[config.mk]
export PLATFORM = sky130hd
export DESIGN_NAME = slc3_run_ctrl
export DESIGN_NICKNAME = d
export VERILOG_FILES = /design/src/rtl/slc3_ctrl_pkg.sv /design/src/rtl/slc3_run_ctrl_button_debounce.sv /design/src/rtl/slc3_run_ctrl.sv
export SDC_FILE = /design/constraint.sdc
export NUM_CORES = 1
export LEC_CHECK = 0
export CAP_MARGIN = 20
export CORE_ASPECT_RATIO = 1.4
export CORE_MARGIN = 1
export CORE_UTILIZATION = 40
export CTS_CLUSTER_SIZE = 25
export DETAILED_ROUTE_END_ITERATION = 7
export SKIP_CTS_REPAIR_TIMING = 1
export SLEW_MARGIN = 20
export SYNTH_ARGS = -nofsm -noshare
export SYNTH_HDL_FRONTEND = slang
export SYNTH_SLANG_ARGS = --single-unit
export TNS_END_PERCENT = 20
[constraint.sdc]
create_clock -name Clk -period 2.69 [get_ports Clk]
set_clock_uncertainty 0.05 [all_clocks]
set_input_delay 0.538 -clock Clk [delete_from_list [all_inputs] [get_ports Clk]]
set_output_delay 0.538 -clock Clk [all_outputs]
set_load 0.01 [all_outputs]
[src/rtl/slc3_ctrl_pkg.sv]
// slc3_ctrl_pkg: shared FSM state type and debounce default for the SLC-3 run controller.
package slc3_ctrl_pkg;
    localparam int DEBOUNCE_DEFAULT = 16;
    typedef enum logic [1:0] {IDLE, RUNNING, PAUSED, WAIT_REL} run_state_e;
endpackage

[src/rtl/slc3_run_ctrl_button_debounce.sv]
// button_debounce: 2-flop synchronizer plus counter debouncer for an active-low pushbutton.
// Emits one-cycle press/release events and the debounced level (1 = released).
module button_debounce
    import slc3_ctrl_pkg::*;
#(
    parameter int CYCLES = DEBOUNCE_DEFAULT
) (
    input  logic clk_i,
    input  logic rst_ni,
    input  logic btn_ni,
    output logic level_o,
    output logic press_o,
    output logic release_o
);
    localparam int CW = $clog2(CYCLES + 1);
    localparam logic [CW-1:0] LAST = CW'(CYCLES - 1);

    logic          sync1_q, sync2_q, db_q, db_d, dly_q, armed_q, armed_d, press_q, rel_q;
    logic [1:0]    settle_q;
    logic [CW-1:0] cnt_q, cnt_d;
    logic          mis, hit;

    // Presses stay masked until the button has been seen released after reset,
    // so a button held through reset cannot launch anything.
    always_comb begin
        mis     = sync2_q != db_q;
        hit     = cnt_q == LAST;
        cnt_d   = (mis && !hit) ? cnt_q + 1'b1 : '0;
        db_d    = (mis && hit) ? sync2_q : db_q;
        armed_d = armed_q | (settle_q[1] & sync2_q & db_q);
    end

    always_ff @(posedge clk_i or negedge rst_ni) begin
        if (!rst_ni) begin
            sync1_q  <= 1'b1;
            sync2_q  <= 1'b1;
            db_q     <= 1'b1;
            dly_q    <= 1'b1;
            settle_q <= '0;
            armed_q  <= 1'b0;
            cnt_q    <= '0;
            press_q  <= 1'b0;
            rel_q    <= 1'b0;
        end else begin
            sync1_q  <= btn_ni;
            sync2_q  <= sync1_q;
            db_q     <= db_d;
            dly_q    <= db_q;
            settle_q <= {settle_q[0], 1'b1};
            armed_q  <= armed_d;
            cnt_q    <= cnt_d;
            press_q  <= armed_q & dly_q & ~db_q;
            rel_q    <= ~dly_q & db_q;
        end
    end

    assign level_o   = db_q;
    assign press_o   = press_q;
    assign release_o = rel_q;
endmodule

[src/rtl/slc3_run_ctrl.sv]
// slc3_run_ctrl: turns debounced Run/Continue buttons into start/resume/abort pulses
// and tracks the CPU run state (IDLE, RUNNING, PAUSED, WAIT_REL).
module slc3_run_ctrl
    import slc3_ctrl_pkg::*;
#(
    parameter int DEBOUNCE_CYCLES = DEBOUNCE_DEFAULT
) (
    input  logic Clk,
    input  logic Reset_n,
    input  logic Run,
    input  logic Continue,
    input  logic pause_req,
    output logic start,
    output logic resume,
    output logic abort,
    output logic running,
    output logic paused
);
    run_state_e state_q, state_d;
    logic       run_p, run_lvl, run_rel, cont_p, cont_lvl, cont_rel;
    logic       start_d, resume_d, abort_d;
    logic       unused_evt;

    button_debounce #(.CYCLES(DEBOUNCE_CYCLES)) u_run (
        .clk_i(Clk), .rst_ni(Reset_n), .btn_ni(Run),
        .level_o(run_lvl), .press_o(run_p), .release_o(run_rel)
    );

    button_debounce #(.CYCLES(DEBOUNCE_CYCLES)) u_cont (
        .clk_i(Clk), .rst_ni(Reset_n), .btn_ni(Continue),
        .level_o(cont_lvl), .press_o(cont_p), .release_o(cont_rel)
    );

    assign unused_evt = run_lvl ^ run_rel ^ cont_rel;

    always_ff @(posedge Clk or negedge Reset_n) begin
        if (!Reset_n) begin
            state_q <= IDLE;
            start   <= 1'b0;
            resume  <= 1'b0;
            abort   <= 1'b0;
        end else begin
            state_q <= state_d;
            start   <= start_d;
            resume  <= resume_d;
            abort   <= abort_d;
        end
    end

    // Run press always wins: it aborts from any active state.
    always_comb begin
        state_d = state_q;
        case (state_q)
            IDLE:     state_d = run_p ? RUNNING : IDLE;
            RUNNING:  state_d = run_p ? IDLE : pause_req ? PAUSED : RUNNING;
            PAUSED:   state_d = run_p ? IDLE : cont_p ? WAIT_REL : PAUSED;
            WAIT_REL: state_d = run_p ? IDLE : (cont_lvl && !pause_req) ? RUNNING : WAIT_REL;
            default:  state_d = IDLE;
        endcase
    end

    always_comb begin
        start_d  = (state_q == IDLE) & run_p;
        abort_d  = (state_q != IDLE) & run_p;
        resume_d = (state_q == PAUSED) & cont_p & ~run_p;
        running  = state_q != IDLE;
        paused   = state_q == PAUSED;
    end
endmodule

**Word level (Yosys, flattened, before mapping)**

Cells that the tools add are included.

- Add/subtract/negate cells: 2
- Equality and inequality tests: 7
- Mux-type cells: 10
- Bitwise logic cells: 17
- Reductions and logical operators: 10

Operators with widths:

| operator | count |
|---|---|
| $and 1x1->1 | 12 |
| $add 5x1->5 const B | 2 |
| $eq 5x4->1 const B | 2 |
| $mux 2 | 5 |
| $mux 5 | 2 |
| $pmux 2 s4 | 1 |
| $logic_and 1x1->1 | 5 |
| $eq 2x2->1 const B | 2 |
| $logic_not 1->1 | 3 |
| $not 1->1 | 3 |
| $eq 2x1->1 const B | 1 |
| $logic_not 2->1 | 1 |
| $mux 1 | 2 |
| $ne 1x1->1 | 2 |
| $or 1x1->1 | 2 |
| $reduce_bool 2->1 | 1 |

- Bits in registers: 31
- Input port bits: 5
- Output and inout port bits: 5

**Longest topological paths before layout**

Gate-level depths: netlist of run 1.

- Depth after elaboration: 5
- Depth in mapped cells: 5
- Depth with buffers taken out: 5

**Cells and area by module**

Synthesis of run 1 repeated with hierarchy kept, for this count alone.

- Cell total of the unflattened synthesis: 86
- Area total of the unflattened synthesis: 1,207.4 sq um

By module, submodules not included:

| module | instances | cells an instance | area an instance (sq um) |
|---|---|---|---|
| button_debounce | 2 | 34 | 501.7 |
| slc3_run_ctrl | 1 | 18 | 203.9 |

**Worst setup path after synthesis of run 1**

Ideal clock, no wire load.

- Path type: reg2reg
- From: register u_cont.cnt_q[0]
- To: register u_cont.cnt_q[2]
- Data arrival time: 1,228 ps
- Data required time: 2,568 ps
- Slack: 1,340 ps
- Stages on the path, launching flop included: 6
- Path buffers: 0
- Cell sequence: dfrtp_1 > ha_1 > and3_1 > ha_1 > nand2b_1 > nor2_1

- Word-level cells in the longest chain between the ends: 4

Ends and longest elaborated chain:

| element | RTL line | text |
|---|---|---|
| start: declaration | slc3_run_ctrl_button_debounce.sv:20 | `logic [CW-1:0] cnt_q, cnt_d;` |
| start signal: assignment | slc3_run_ctrl_button_debounce.sv:51 | `cnt_q <= cnt_d;` |
| branches (longest 3 deep; another with $add 5x1->5) | n/a |  |
| $mux 5 (*) | slc3_run_ctrl_button_debounce.sv:28 | `cnt_d = (mis && !hit) ? cnt_q + 1'b1 : '0;` |
| named net u_cont.cnt_d[2] | slc3_run_ctrl_button_debounce.sv:20 |  |

Mark *: on every way through the listed nets, which the timed path passes.
A chain may end at the register's enable or synchronous reset.

**Final worst setup path of run 1**

- From: register state_q[0]
- To: output port running

- Word-level cells in the longest chain between the ends: 1

Ends and longest elaborated chain:

| element | RTL line | text |
|---|---|---|
| start: declaration | slc3_run_ctrl.sv:19 | `run_state_e state_q, state_d;` |
| start signal: assignment | slc3_run_ctrl.sv:43 | `state_q <= state_d;` |
| $reduce_bool 2->1 | slc3_run_ctrl.sv:66 | `running = state_q != IDLE;` |
| end: declaration | slc3_run_ctrl.sv:16 | `output logic running,` |

No other way between the ends.

==> results of run 1 <==
[worst paths after layout]
kind                            slack (ns)                  to  cells after the start
min in group asynchronous             0.53      u_run.cnt_q[2]                      2
worst min register to register        0.30  u_cont.settle_q[1]                      0
worst max-delay path                  0.62             running                      2
worst min-delay path                  0.30  u_cont.settle_q[1]                      0
max in group asynchronous             1.75        u_cont.dly_q                      2
worst max register to register        1.21     u_cont.cnt_q[2]                      5
[layout by cell type, fill, tap and decap left out]
master,n
a22oi_1,1
a31o_2,2
and2_1,1
and3_1,2
and3b_1,1
buf_4,1
clkbuf_4,5
clkbuf_8,2
clkdlybuf4s50_1,9
clkinv_2,1
conb_1,1
dfrtp_1,21
dfstp_2,8
ha_1,4
inv_1,4
mux2_2,2
nand2_1,3
nand2b_1,2
nand3_1,2
nor2_1,14
nor2b_1,1
nor3b_1,1
nor3b_2,1
o21ai_0,2
or2_1,1
xnor2_1,2
xor2_1,4
[area by class of cell]
type                            count  area share [%]
Tap cell                           34            3.35
Timing Repair Buffer               10            7.68
Multi-Input combinational cell     47            24.4
Inverter                            4            1.18
Sequential cell                    29            57.9
Clock inverter                      1           0.394
Clock buffer                        7            5.12
[cells in the mapped netlist]
master     n  area (sq um)
nand3_1    2          10.0
mux2_2     2          22.5
o21ai_0    2          10.0
and3_1     2          12.5
dfrtp_1   21           526
conb_1     1          3.75
a31o_2     2          17.5
nor2b_1    1          6.26
nor3b_2    1          12.5
xor2_1     4          35.0
and3b_1    1          8.76
xnor2_1    2          17.5
or2_1      1          6.26
ha_1       4          50.1
and2_1     1          6.26
nor3b_1    1          7.51
dfstp_2    8           210
a22oi_1    1          7.51
nand2b_1   2          12.5
nor2_1    14          52.6
nand2_1    3          11.3
inv_1      4          15.0
[layer usage]
metal | vias up | GRT usage (%) | part of all wire (%)
met5 | - | 0 | 0
met4 | 0 | 9.09 | 3.6
met3 | 6 | 7.80 | 6.5
met2 | 16 | 16.4 | 44
met1 | 278 | 16.1 | 46
li1 | 292 | - | -
[state kept, by name, indices dropped and copies added (netlist names), 2 cells and up]
| register | count |
|---|---|
| u_run.cnt_q | 5 |
| u_cont.settle_q | 2 |
| state_q | 2 |
| u_cont.cnt_q | 5 |
[stage by stage]
step	utilization [%]	cells	hold slack [ns]	setup slack, ns
global route	52.0	132	0.317	0.543
CTS	52.0	132	0.306	0.606
global placement	49.2	124	0.285	0.984
floorplan	-	80	0.192	1.34
detailed placement	49.2	124	0.286	0.970
finish	52.0	132	0.304	0.625
[worst reg2reg max path, cell delays in order (launching register included)]
cell and delay, ns:
dfrtp_1 0.40, ha_1 0.22, and3_1 0.19, ha_1 0.19
nand2b_1 0.21, nor2_1 0.15
[power breakdown]
group | switching [mW] | internal (mW)
registers | 0.00743 | 0.451
clock network | 0.140 | 0.151
logic | 0.0176 | 0.0143
[kinds of logic (layout without fill, tap and decap cells)]
group	after synthesis	in the layout	share of synthesized area, %
other cells	1	1	0.353
xor+xnor	6	6	4.95
buf+inv	4	22	1.41
mux	2	2	2.12
compound gates	5	5	3.30
fa+ha+maj	4	4	4.72
flops	29	29	69.3
simple gates	29	29	13.8
==> impl_metrics.env, run 1 <==
export IMPL_hp_class="reg2reg"
export IMPL_io_pins=10
export IMPL_final_antenna_net_count=0
export IMPL_die_x_um=45.5
export IMPL_cpLargestDelayFamily="buffers and inverters"
export IMPL_dpl_hpwl_um=944
export IMPL_design_area_sq_mm=0.00127
export IMPL_critical_path_required_ns=2.10
export IMPL_syn_to_final_growth_pct=19.8
export IMPL_overflow=0
export IMPL_slowest_stage="clkdlybuf4s50_1"
export IMPL_grt_pass1_wl_um=2510
export IMPL_core_sq_mm=0.00244
export IMPL_wl_um=1380
export IMPL_first_pass_iters=4
export IMPL_nFillCells=223
export IMPL_worstPathArrival_ns=1.48
export IMPL_wl_per_cell_um=10.4
export IMPL_power_mw=0.781
export IMPL_cts_root_buf="clkbuf_4"
export IMPL_syn_nets=89
export IMPL_placed_cell_area_sq_mm=0.00120
export IMPL_yosys_warnings=0
export IMPL_p_per_area_mw_per_mm2=614
export IMPL_hold_violations=0
export IMPL_period_minus_slack_ns=2.07
export IMPL_synth_seq_cells=29
export IMPL_num_vias=592
export IMPL_clkSinkCount=29
export IMPL_ys_types=22
export IMPL_crit_type="reg2out"
export IMPL_maxSlewViolCount=0
export IMPL_antenna_found_initial=0
export IMPL_cts_max_level=2
export IMPL_insertion_delay_ns=0.32
export IMPL_finalSetupViolations=0
export IMPL_drive_gt1_share_pct=22.4
export IMPL_rsz0062_at_grt="no"
export IMPL_min_period_over_period_pct=76.8
export IMPL_antenna_cells=0
export IMPL_cp_start_kind="flip-flop"
export IMPL_syn_area_sq_mm=0.00106
export IMPL_grt_use_total_pct=13.0
export IMPL_timing_rr_start="u_cont.cnt_q[0]"
export IMPL_fin_nets=106
export IMPL_place_gp_congestion=0.644
export IMPL_rows=21
export IMPL_cp_startpoint="state_q[0]"
export IMPL_grt_max_degree=30
export IMPL_vias_per_cell=4.48
export IMPL_dieArea_sq_mm=0.00287
export IMPL_drtIter0Drc=16
export IMPL_max_cap_violations=0
export IMPL_yosysSeqAreaShare_pct=69.3
export IMPL_fmax_mhz=484
export IMPL_drc=0
export IMPL_worstHoldStart="u_cont.settle_q[0]"
export IMPL_tns_ns=0
export IMPL_path_cells="or2_1 -> clkdlybuf4s50_1"
export IMPL_max_stage_delay_ns=0.48
export IMPL_seq_area_sq_um=736
export IMPL_portBuffers=9
export IMPL_path_buf_inv=1
export IMPL_syn_mean_instance_area_sq_um=13.3
export IMPL_multi_input_area_sq_um=310
export IMPL_ir_worst_vdd_uv=356
export IMPL_cts_tree="done"
export IMPL_cts_path_max_buffers=2
export IMPL_power_leakage_nw=0.591
export IMPL_status="complete, no violations"
export IMPL_cp_max_fo=7
export IMPL_cts_buffers=5
export IMPL_initial_core_util_pct=43.4
export IMPL_clk_pin_slew_worst_paths_ns=0.08
export IMPL_netlist_instances=80
export IMPL_chipHeight_um=62.9
export IMPL_grt_pass1_vias=570
export IMPL_worst_setup_path_end_kind="output pin"
Power figures use the tool's default switching activity.
==> run 2, diff against run 1 <==
Clock period 2.69 ns to 2.1 ns, I/O delays scaled along.
==> run 2 against run 1 <==
Die area unchanged. Via count up 2.4%. Global-route usage increased by 0.42 points. Final area down 1.7%. Combinational power rose by 29%. Clock power is 3% higher. Worst hold slack got worse by 0.0011 ns. Final cell count unchanged. Critical path depth did not move. Largest power group unchanged. Highest routed layer unchanged.
==> impl_metrics.env, run 2 (synthesized netlist as in run 1, its figures left out) <==
export IMPL_drtIter0Drc=6
export IMPL_r2r_end="u_run.cnt_q[0]"
export IMPL_final_cell_mix="dfrtp_1, nor2_1, clkdlybuf4s50_1"
export IMPL_grt_pass1_wl_um=2620
export IMPL_place_gp_congestion=0.644
export IMPL_num_vias=606
export IMPL_clk_pin_slew_worst_paths_ns=0.08
export IMPL_worst_setup_path_end_kind="output pin"
export IMPL_rsz0062_at_grt="no"
export IMPL_cp_endpoint="running"
export IMPL_nFillCells=234
export IMPL_power_share_switching_pct=21.4
export IMPL_fin_nets=106
export IMPL_cts_root_buf="clkbuf_4"
export IMPL_power_leakage_nw=0.576
export IMPL_final_common_cell="dfrtp_1"
export IMPL_p_switching_mw=0.198
export IMPL_core_sq_mm=0.00244
export IMPL_fmax_mhz=516
export IMPL_rows=21
export IMPL_dpl_hpwl_um=952
export IMPL_timing_rr_start="u_run.cnt_q[0]"
export IMPL_pwr_share_seq_pct=63.3
export IMPL_max_stage_delay_ns=0.48
export IMPL_tns_ns=0
export IMPL_r2r_setup_slack_ns=0.64
export IMPL_cp_max_fo=7
export IMPL_crit_type="reg2out"
export IMPL_design_area_sq_mm=0.00125
export IMPL_finalSetupViolations=0
export IMPL_period_minus_slack_ns=1.94
export IMPL_cp_startpoint="state_q[0]"
export IMPL_placed_cell_area_sq_mm=0.00120
export IMPL_clkPwrFrac_pct=32.3
export IMPL_dp_slack_ns=0.497
export IMPL_wl_um=1370
export IMPL_grt_pass1_vias=611
export IMPL_cts_tree="done"
export IMPL_syn_to_final_growth_pct=17.8
export IMPL_status="complete, no violations"
export IMPL_maxSlewViolCount=0
export IMPL_die_x_um=45.5
export IMPL_antenna_cells=0
export IMPL_worstPathArrival_ns=1.47
export IMPL_p_int_mw=0.729
export IMPL_path_cells="or2_1 -> clkdlybuf4s50_1"
export IMPL_cts_max_level=2
export IMPL_drive_gt1_share_pct=19.4
export IMPL_grt_use_total_pct=13.5
export IMPL_slowest_stage="clkdlybuf4s50_1"
export IMPL_power_mw=0.927
export IMPL_min_period_over_period_pct=92.2
export IMPL_hp_class="reg2reg"
export IMPL_chipHeight_um=62.9
export IMPL_max_cap_violations=0
export IMPL_cpLargestDelayFamily="buffers and inverters"
export IMPL_cts_path_max_buffers=2
export IMPL_antenna_found_initial=0
export IMPL_top_regs="u_cont.cnt_q (5), u_run.cnt_q (5)"
export IMPL_insertion_delay_ns=0.31
export IMPL_drc=0
export IMPL_path_buf_inv=1
export IMPL_first_pass_iters=2
export IMPL_comb_power_share_pct=4.4
export IMPL_finalWorstSetupSlack_ns=0.163
export IMPL_p_per_area_mw_per_mm2=741
export IMPL_portBuffers=9
export IMPL_grt_max_degree=30
export IMPL_vias_per_cell=4.59
export IMPL_overflow=0
export IMPL_final_antenna_net_count=0
export IMPL_cp_depth=2
export IMPL_hold_slack_ns=0.303
export IMPL_io_pins=10
export IMPL_ir_worst_vdd_uv=440
export IMPL_wl_per_cell_um=10.4
export IMPL_cp_start_kind="flip-flop"
export IMPL_critical_path_required_ns=1.63
export IMPL_clkSinkCount=29
export IMPL_initial_core_util_pct=43.4
export IMPL_rr_worst_depth=5
export IMPL_cts_buffers=5
export IMPL_hold_violations=0
export IMPL_dieArea_sq_mm=0.00287
[run 2: cell count changes in the layout (fill, tap and decap cells not counted)]
cell and delta:
clkinv_2 -1, clkbuf_1 +3, clkbuf_8 -2
[run 2: final cells by class]
| class | count | area [sq um] | area share [%] |
|---|---|---|---|
| sequential | 29 | 736 | 58.9 |
| multi-input combinational | 47 | 310 | 24.8 |
| timing repair buffer | 10 | 97.6 | 7.81 |
| clock buffer | 8 | 48.8 | 3.90 |
| tap | 34 | 42.5 | 3.40 |
| inverter | 4 | 15.0 | 1.20 |
[run 2: metal layers]
metal	global-route usage, %	share of wire (%)	vias up
met5	0	0	-
met4	7.95	1.5	0
met3	8.67	6.9	2
met2	18.8	50	16
met1	15.0	42	298
li1	-	-	290
[run 2: power groups by stage]
stage               Clock, mW  Sequential (mW)  Combinational [mW]
floorplan                   0            0.595              0.0191
global placement            0            0.597              0.0409
detailed placement          0            0.598              0.0424
CTS                     0.320            0.587              0.0430
global route            0.349            0.589              0.0497
finish                  0.299            0.587              0.0410
[run 2: worst min-delay path by stage]
| stage | startpoint | to | slack (ns) | depth (start not counted) |
|---|---|---|---|---|
| floorplan | Reset_n | abort | 0.07 | 0 |
| detailed placement | u_cont.settle_q[0] | u_cont.settle_q[1] | 0.29 | 0 |
| CTS | u_cont.settle_q[0] | u_cont.settle_q[1] | 0.31 | 0 |
| global placement | u_cont.settle_q[0] | u_cont.settle_q[1] | 0.28 | 0 |
| global route | u_cont.sync1_q | u_cont.sync2_q | 0.31 | 0 |
| finish | u_cont.sync1_q | u_cont.sync2_q | 0.30 | 0 |
[run 2: per-stage QoR]
step                      cells  util [%]
after global placement      124      49.2
after detailed placement    124      49.2
final                       132      51.2
after CTS                   132      51.2
after global routing        132      51.2
after floorplan              80         -
